File: src/rtl/wb_arb_pkg.sv
// Shared types and defaults for the write-back port arbiter.
// Optional feature macro: WB_PERF_CNT_EN (adds a conflict counter output).
package wb_arb_pkg;

  localparam int DATA_W_DEF     = 8;
  localparam int ADDR_W_DEF     = 3;
  localparam int STARVE_MAX_DEF = 3;
  localparam int STARVE_CNT_W   = 4;

  // Which holding buffer drives the write-back port this cycle
  typedef enum logic [1:0] {
    GNT_NONE = 2'd0,
    GNT_ALU  = 2'd1,
    GNT_MEM  = 2'd2
  } gnt_e;

  // One pending register-file write at the default widths
  typedef struct packed {
    logic [ADDR_W_DEF-1:0] rd;
    logic [DATA_W_DEF-1:0] data;
  } entry_t;

endpackage

File: src/rtl/wb_hold_buf.sv
// One-entry holding buffer with valid/ready capture and clear-on-grant.
// A capture on the same edge as a grant refills the buffer instead of clearing it.
module wb_hold_buf #(
  parameter int W = 11
) (
  input  logic         clk,
  input  logic         reset,
  input  logic         in_valid,
  input  logic [W-1:0] in_entry,
  input  logic         grant,
  output logic         ready,
  output logic         occupied,
  output logic [W-1:0] entry
);

  logic         occ_q, occ_d;
  logic [W-1:0] entry_q, entry_d;

  // Ready depends only on buffer state and grant, never on in_valid
  always_comb begin
    ready    = !occ_q || grant;
    occupied = occ_q;
    entry    = entry_q;
  end

  // Next-state: capture takes priority over the clear caused by a grant
  always_comb begin
    occ_d   = occ_q;
    entry_d = entry_q;
    if (in_valid && ready) begin
      occ_d   = 1'b1;
      entry_d = in_entry;
    end else if (grant) begin
      occ_d = 1'b0;
    end
  end

  // Buffer state register, emptied by the asynchronous active-low reset
  always_ff @(posedge clk or negedge reset) begin
    if (!reset) begin
      occ_q   <= 1'b0;
      entry_q <= '0;
    end else begin
      occ_q   <= occ_d;
      entry_q <= entry_d;
    end
  end

endmodule

File: src/rtl/wb_port_arbiter.sv
// Write-back port arbiter: memory-first with ALU anti-starvation, registered wb_* output.
// Optional feature macro: WB_PERF_CNT_EN (adds 16-bit saturating conflict_cnt output).
module wb_port_arbiter
  import wb_arb_pkg::*;
#(
  parameter int DATA_W     = DATA_W_DEF,
  parameter int ADDR_W     = ADDR_W_DEF,
  parameter int STARVE_MAX = STARVE_MAX_DEF
) (
  input  logic              clk,
  input  logic              reset,
  input  logic              alu_valid,
  output logic              alu_ready,
  input  logic [ADDR_W-1:0] alu_rd,
  input  logic [DATA_W-1:0] alu_data,
  input  logic              mem_valid,
  output logic              mem_ready,
  input  logic [ADDR_W-1:0] mem_rd,
  input  logic [DATA_W-1:0] mem_data,
  output logic              wb_en,
  output logic [ADDR_W-1:0] wb_addr,
  output logic [DATA_W-1:0] wb_data,
`ifdef WB_PERF_CNT_EN
  output logic [15:0]       conflict_cnt,
`endif
  output logic              stall_req
);

  localparam int EW = ADDR_W + DATA_W;
  localparam logic [STARVE_CNT_W-1:0] StarveMax = STARVE_CNT_W'(STARVE_MAX);

  gnt_e                    gnt;
  logic                    aluOcc, memOcc;
  logic [EW-1:0]           aluEntry, memEntry;
  logic [STARVE_CNT_W-1:0] starve_q, starve_d;
  logic                    wbEn_q;
  logic [ADDR_W-1:0]       wbAddr_q;
  logic [DATA_W-1:0]       wbData_q;

  wb_hold_buf #(.W(EW)) u_alu_buf (
    .clk      (clk),
    .reset    (reset),
    .in_valid (alu_valid),
    .in_entry ({alu_rd, alu_data}),
    .grant    (gnt == GNT_ALU),
    .ready    (alu_ready),
    .occupied (aluOcc),
    .entry    (aluEntry)
  );

  wb_hold_buf #(.W(EW)) u_mem_buf (
    .clk      (clk),
    .reset    (reset),
    .in_valid (mem_valid),
    .in_entry ({mem_rd, mem_data}),
    .grant    (gnt == GNT_MEM),
    .ready    (mem_ready),
    .occupied (memOcc),
    .entry    (memEntry)
  );

  // Grant: memory wins contention unless the ALU has starved; equal rd always lets memory go first
  always_comb begin
    gnt = GNT_NONE;
    if (aluOcc && memOcc) begin
      if ((aluEntry[EW-1 -: ADDR_W] != memEntry[EW-1 -: ADDR_W]) && (starve_q == StarveMax))
        gnt = GNT_ALU;
      else
        gnt = GNT_MEM;
    end else if (aluOcc) begin
      gnt = GNT_ALU;
    end else if (memOcc) begin
      gnt = GNT_MEM;
    end
  end

  // Starvation count: saturating count of consecutive ALU losses, cleared otherwise
  always_comb begin
    starve_d = '0;
    if (aluOcc && (gnt != GNT_ALU))
      starve_d = (starve_q == StarveMax) ? starve_q : starve_q + 1'b1;
  end

  // Starvation counter register
  always_ff @(posedge clk or negedge reset) begin
    if (!reset) starve_q <= '0;
    else        starve_q <= starve_d;
  end

  // Write-back register: loads the granted entry, holds address/data when idle
  always_ff @(posedge clk or negedge reset) begin
    if (!reset) begin
      wbEn_q   <= 1'b0;
      wbAddr_q <= '0;
      wbData_q <= '0;
    end else begin
      wbEn_q <= (gnt != GNT_NONE);
      if (gnt == GNT_ALU) begin
        wbAddr_q <= aluEntry[EW-1 -: ADDR_W];
        wbData_q <= aluEntry[DATA_W-1:0];
      end else if (gnt == GNT_MEM) begin
        wbAddr_q <= memEntry[EW-1 -: ADDR_W];
        wbData_q <= memEntry[DATA_W-1:0];
      end
    end
  end

`ifdef WB_PERF_CNT_EN
  logic [15:0] conflict_q;

  // Conflict counter: saturating count of cycles with both buffers occupied
  always_ff @(posedge clk or negedge reset) begin
    if (!reset)                                conflict_q <= '0;
    else if (aluOcc && memOcc && (conflict_q != 16'hFFFF)) conflict_q <= conflict_q + 16'd1;
  end

  assign conflict_cnt = conflict_q;
`endif

  // Drive registered outputs and the upstream stall
  always_comb begin
    wb_en     = wbEn_q;
    wb_addr   = wbAddr_q;
    wb_data   = wbData_q;
    stall_req = aluOcc && (gnt != GNT_ALU);
  end

endmodule

File: config.mk
export PLATFORM = sky130hd
export DESIGN_NAME = wb_port_arbiter
export DESIGN_NICKNAME = d
export VERILOG_FILES = /design/src/rtl/wb_arb_pkg.sv /design/src/rtl/wb_hold_buf.sv /design/src/rtl/wb_port_arbiter.sv
export SDC_FILE = /design/constraint.sdc
export NUM_CORES = 1
export LEC_CHECK = 0
export ABC_CLOCK_PERIOD_IN_PS = 2950
export CAP_MARGIN = 20
export CORE_UTILIZATION = 48
export CTS_BUF_LIST = sky130_fd_sc_hd__clkbuf_4 sky130_fd_sc_hd__clkbuf_8
export DETAILED_ROUTE_END_ITERATION = 8
export HOLD_SLACK_MARGIN = 0.06
export PLACE_DENSITY = 0.76
export SLEW_MARGIN = 25
export SYNTH_ARGS = -nofsm -noshare
export SYNTH_HDL_FRONTEND = slang
export SYNTH_SLANG_ARGS = --single-unit
export TNS_END_PERCENT = 10
File: constraint.sdc
create_clock -name clk -period 2.95 [get_ports clk]
set_input_delay 0.4425 -clock clk [delete_from_list [all_inputs] [get_ports clk]]
set_output_delay 0.4425 -clock clk [all_outputs]
set_load 0.005 [all_outputs]
==> results of run 1 <==
-- report_power, final --
part	internal, mW	total [mW]	switching, mW	leakage, nW
clock network	0.209	0.387	0.177	0.0523
logic	0.187	0.282	0.0952	0.474
registers	0.621	0.667	0.0455	0.473
total	1.02	1.33	0.318	0.999
-- synth_stat cells, types with 2 or more instances --
master    instances
inv_1             3
mux2_2           32
xnor2_1           4
nand2_1           3
mux2_4           10
o21ai_2           2
dfrtp_1          40
nand2b_1          2
a21oi_1           2
nand3_1           4
nor2_1            4
-- layer usage --
metal  up-vias  GRT usage [%]  share of wire (%)
met1       554           21.9                 43
met5         -              0                  0
met2        25           31.7                 51
met4         0           6.98               0.74
li1        521              -                  -
met3         2           7.12                5.1
-- cell usage in the layout, fill, tap and decap left out, drive strengths merged, types with 3 or more instances in the layout --
cell type and n:
mux2 42, clkbuf 8, inv 3, nand2 3, xnor2 4, dfrtp 40, clkdlybuf4s50 39, buf 3
nand3 4, nor2 4
-- cell type report --
cell class	count	area (um^2)	share of cell area (%)
timing repair buffer	42	410	17.7
tap	46	57.6	2.48
clock buffer	8	97.6	4.20
sequential	40	1000	43.1
multi-input combinational	75	747	32.1
inverter	3	11.3	0.484
-- cell families (layout without fill, tap and decap cells) --
kind of cell / Yosys count / in the layout / share of synthesized area (%)
AO/OA/AOI/OAI: 8 / 8 / 4.21
XOR/XNOR: 5 / 5 / 2.46
adder cells (fa/ha/maj): 1 / 1 / 0.702
buffers and inverters: 6 / 53 / 1.90
flip-flops: 40 / 40 / 56.2
multiplexers: 43 / 43 / 29.2
AND/OR/NAND/NOR: 18 / 18 / 5.34
-- registers in the layout, summed over array words and instances (netlist names) --
signal	count
u_alu_buf.entry	11
u_mem_buf.entry	11
wb_data	8
starve_q	4
wb_addr	3
u_alu_buf.occupied	1
u_mem_buf.occupied	1
wb_en	1
-- per-stage QoR --
stage	power (mW)	util [%]	instance area, um^2
floorplan	0.823	-	1780
global placement	0.951	64.7	2230
finish	1.33	67.5	2320
global route	1.41	67.5	2320
detailed placement	0.962	64.7	2230
CTS	1.35	67.5	2320
-- critical path: stages (launching register included) --
cell	delay (ns)
dfrtp_1	0.40
ha_1	0.20
or3b_4	0.44
a31oi_4	0.22
nor2_1	0.09
inv_1	0.06
clkdlybuf4s50_1	0.49
-- final timing paths --
kind,to,slack [ns],cells after the start
max,alu_ready,0.32,6
min,wb_data[1],0.27,1
max reg2reg,u_alu_buf.entry[0],0.75,5
min reg2reg,u_mem_buf.entry[2],0.50,1
max in group asynchronous,u_alu_buf.entry[5],2.13,1
min in group clk,u_mem_buf.entry[2],0.50,1
==> reports/results.tsv, run 1 <==
metric	value	unit
post-CTS setup buffer count	0	
DRC Markers	0	
Worst Clk Skew	0.00677	ns
final hold violation count	0	
leakage	0.999	nW
crit path from	starve_q[0]	
GRT overflow	0	
Finished Layout Cells	214	
setup slack at placement	0.632	ns
via count	1102	
1st-iter DRT viols	63	
Worst Setup End Kind	primary output	
CTS resizes	0	
clk_lat worst skew	0.28	ns
final slew viol count	0	
Data required, critical path	2.51	ns
core area	3440	um^2
Setup violations, final	0	
Synth area leaders	dfrtp_1, mux2_2, mux2_4	
Die Height	62.9	um
die width	62.9	um
IO buf count	40	
Final period util	89.2	%
post-route ant nets	0	
Post-Synthesis Cells	121	
worst hold slack	0.273	ns
TritonRoute pass-1 iters	4	
setup ws final	0.318	ns
PwrDens	574	nW/um^2
CTS max path bufs	2	
Critical Path AT	2.19	ns
Clk pin slew, worst setup/hold paths	0.07	ns
routed len/inst	15.2	um
syn avg cell area	14.7	um^2
Synth Flop Type	dfrtp_1	
share of layout cells above drive strength 1	35.1	%
synthesis-stage register bit count	40	
leading area contributor after synthesis	dfrtp_1	
Post-synth EDFFs	0	
Cell Rows	21	
Hold Buf Count CTS	0	
Vias/cell	5.15	
Post-DP HPWL	2280	um
CP Class	register to primary output	
max_cap viols	0	
Rel. slew slack	41.3	%
largest net degree at the start of global routing	41	
n_diodes	0	
CTS tree	built	
sequential-to-total area share from yosys stat	56.2	%
syn nets	148	
RSZ-0062 raised after global routing	false	
GRT Overall Usage	19.0	%
# clock sinks	40	
CTS root buffer	clkbuf_8	
GPL Wtd Cong	0.727	
initial antenna violation count	0	
Filler cells	273	
first-pass GRT wire length	5580	um
CP Max Fanout	5	
Tightest Pin Transition	0.880	ns
Die ar.	3960	um^2
maximum clock frequency	0.380	GHz
status	finished clean	
setup TNS	0	ns
Top-Level Pins	41	
YS warnings	0	
CTS Buf Count	5	
DP Cell Count	206	
Final #Nets	194	
fin crit period	2.63	ns
post-synth top area share	56.2	%
area delta synth->final	30.5	%
Distinct cells, synth	26	
Max VDD drop	0.334	mV
initial core utilization	51.8	%
ys async rst share	100	%
HP Class	primary input to asynchronous set/reset pin	
H-Tree Depth	2	
Routed WL	3250	um
Mapped Area	1780	um^2
launch point of the worst reg-to-reg path	starve_q[0]	
Critical Path Start Type	register	
vias in the first global route	1162	
(Power assumes the default switching activity.)
==> run 2: changes to the inputs <==
Settings changed: CORE_ASPECT_RATIO set to 1.75.
==> run 2 against run 1 <==
Die area rose by 0.24%; core utilization fell by 0.55 points; fmax fell by 0.17%; clock-buffer cell count fell by 1; via count rose by 0.64%; worst hold slack got worse by 0.0023 ns; worst setup slack got worse by 0.0046 ns; critical endpoint unchanged.
==> reports/results.tsv, run 2 (synthesized netlist as in run 1, its figures left out) <==
metric	value	unit
status	finished clean	
Final period util	89.4	%
Die ar.	3970	um^2
final hold violation count	0	
setup TNS	0	ns
Final #Nets	194	
Top delay family on crit path	buffers and inverters	
share of layout cells above drive strength 1	35.1	%
CTS max path bufs	2	
buffers and inverters on the worst path	2	
die width	48.1	um
Die Height	82.6	um
GRT overflow	0	
largest net degree at the start of global routing	41	
initial antenna violation count	0	
Setup violations, final	0	
Worst Setup End Kind	primary output	
commonest non-fill, non-tap cells in the layout	dfrtp_1, clkdlybuf4s50_1, mux2_2	
CTS tree	built	
overall power	1.33	mW
initial core utilization	51.4	%
Max VDD drop	0.405	mV
CP Max Fanout	5	
routed len/inst	15.9	um
Critical Path AT	2.19	ns
fin crit period	2.64	ns
CTS root buffer	clkbuf_8	
via count	1109	
Vias/cell	5.21	
Data required, critical path	2.51	ns
area delta synth->final	30.4	%
leakage	0.995	nW
maximum clock frequency	0.379	GHz
commonest non-fill, non-tap cell in the layout	dfrtp_1	
HP Class	primary input to asynchronous set/reset pin	
Critical Path Start Type	register	
post-CTS setup buffer count	0	
Filler cells	260	
Hold Buf Count CTS	0	
IO buf count	40	
Top-Level Pins	41	
first-pass GRT wire length	5320	um
CTS resizes	0	
Worst Clk Skew	0.00461	ns
post-route ant nets	0	
vias in the first global route	1188	
Rel. slew slack	41.8	%
setup slack at placement	0.613	ns
final slew viol count	0	
GRT Overall Usage	19.4	%
CP Cell Sequence	ha_1 > or3b_4 > a31oi_4 > nor2_1 > inv_1 > clkdlybuf4s50_1	
core area	3470	um^2
DRC Markers	0	
CP peak stage delay	0.49	ns
Post-DP HPWL	2480	um
Routed WL	3380	um
RSZ-0062 raised after global routing	false	
H-Tree Depth	2	
slowest CP cell	clkdlybuf4s50_1	
CP Class	register to primary output	
GPL Wtd Cong	0.766	
Clk pin slew, worst setup/hold paths	0.07	ns
setup ws final	0.313	ns
CTS Buf Count	5	
max_cap viols	0	
n_diodes	0	
Cell Rows	28	
TritonRoute pass-1 iters	4	
# clock sinks	40	
PwrDens	571	nW/um^2
Tightest Pin Transition	0.872	ns
1st-iter DRT viols	9	
clk_lat worst skew	0.28	ns
-- run 2: cell count changes in the layout (fill, tap and decap cells not counted), sizes merged --
cell      before  now
clkinvlp       0    1
clkbuf         8    7
-- run 2: area by class of cell --
class                           count  area (um^2)  area share [%]
Sequential cell                    40         1000            43.1
Multi-Input combinational cell     75          747            32.1
Timing Repair Buffer               42          410            17.7
Clock buffer                        7         90.1            3.88
Tap cell                           45         56.3            2.42
Inverter                            3         11.3           0.485
Clock inverter                      1         7.51           0.323
-- run 2: metrics by stage --
stage / utilization (%) / cells / hold slack, ns / cell area, um^2
after floorplan: - / 121 / 0.147 / 1780
after global placement: 64.2 / 205 / 0.485 / 2230
after detailed placement: 64.2 / 205 / 0.494 / 2230
after CTS: 67.0 / 213 / 0.303 / 2320
after global routing: 67.0 / 213 / 0.354 / 2320
final: 67.0 / 213 / 0.271 / 2320
-- run 2: path summary, 6_finish.rpt --
check	cells after the start	slack (ns)	end	startpoint
worst max-delay path	6	0.31	alu_ready	starve_q[0]
worst min-delay path	1	0.27	wb_en	reset
worst max register to register	5	0.72	u_mem_buf.entry[10]	starve_q[0]
worst min register to register	1	0.51	u_mem_buf.entry[6]	u_mem_buf.entry[6]
max in group asynchronous	1	2.14	wb_addr[0]	reset
min in group clk	1	0.51	u_mem_buf.entry[6]	u_mem_buf.entry[6]
-- run 2: power by group --
group / switching, mW / internal [mW] / total (mW)
clock network: 0.180 / 0.199 / 0.379
logic: 0.0953 / 0.187 / 0.282
registers: 0.0448 / 0.621 / 0.666
-- run 2: metal layers --
metal / GRT usage, % / wire length, um
met5: 0 / 0
met4: 6.67 / 46
met3: 5.22 / 143
met2: 33.6 / 1900
met1: 22.0 / 1290
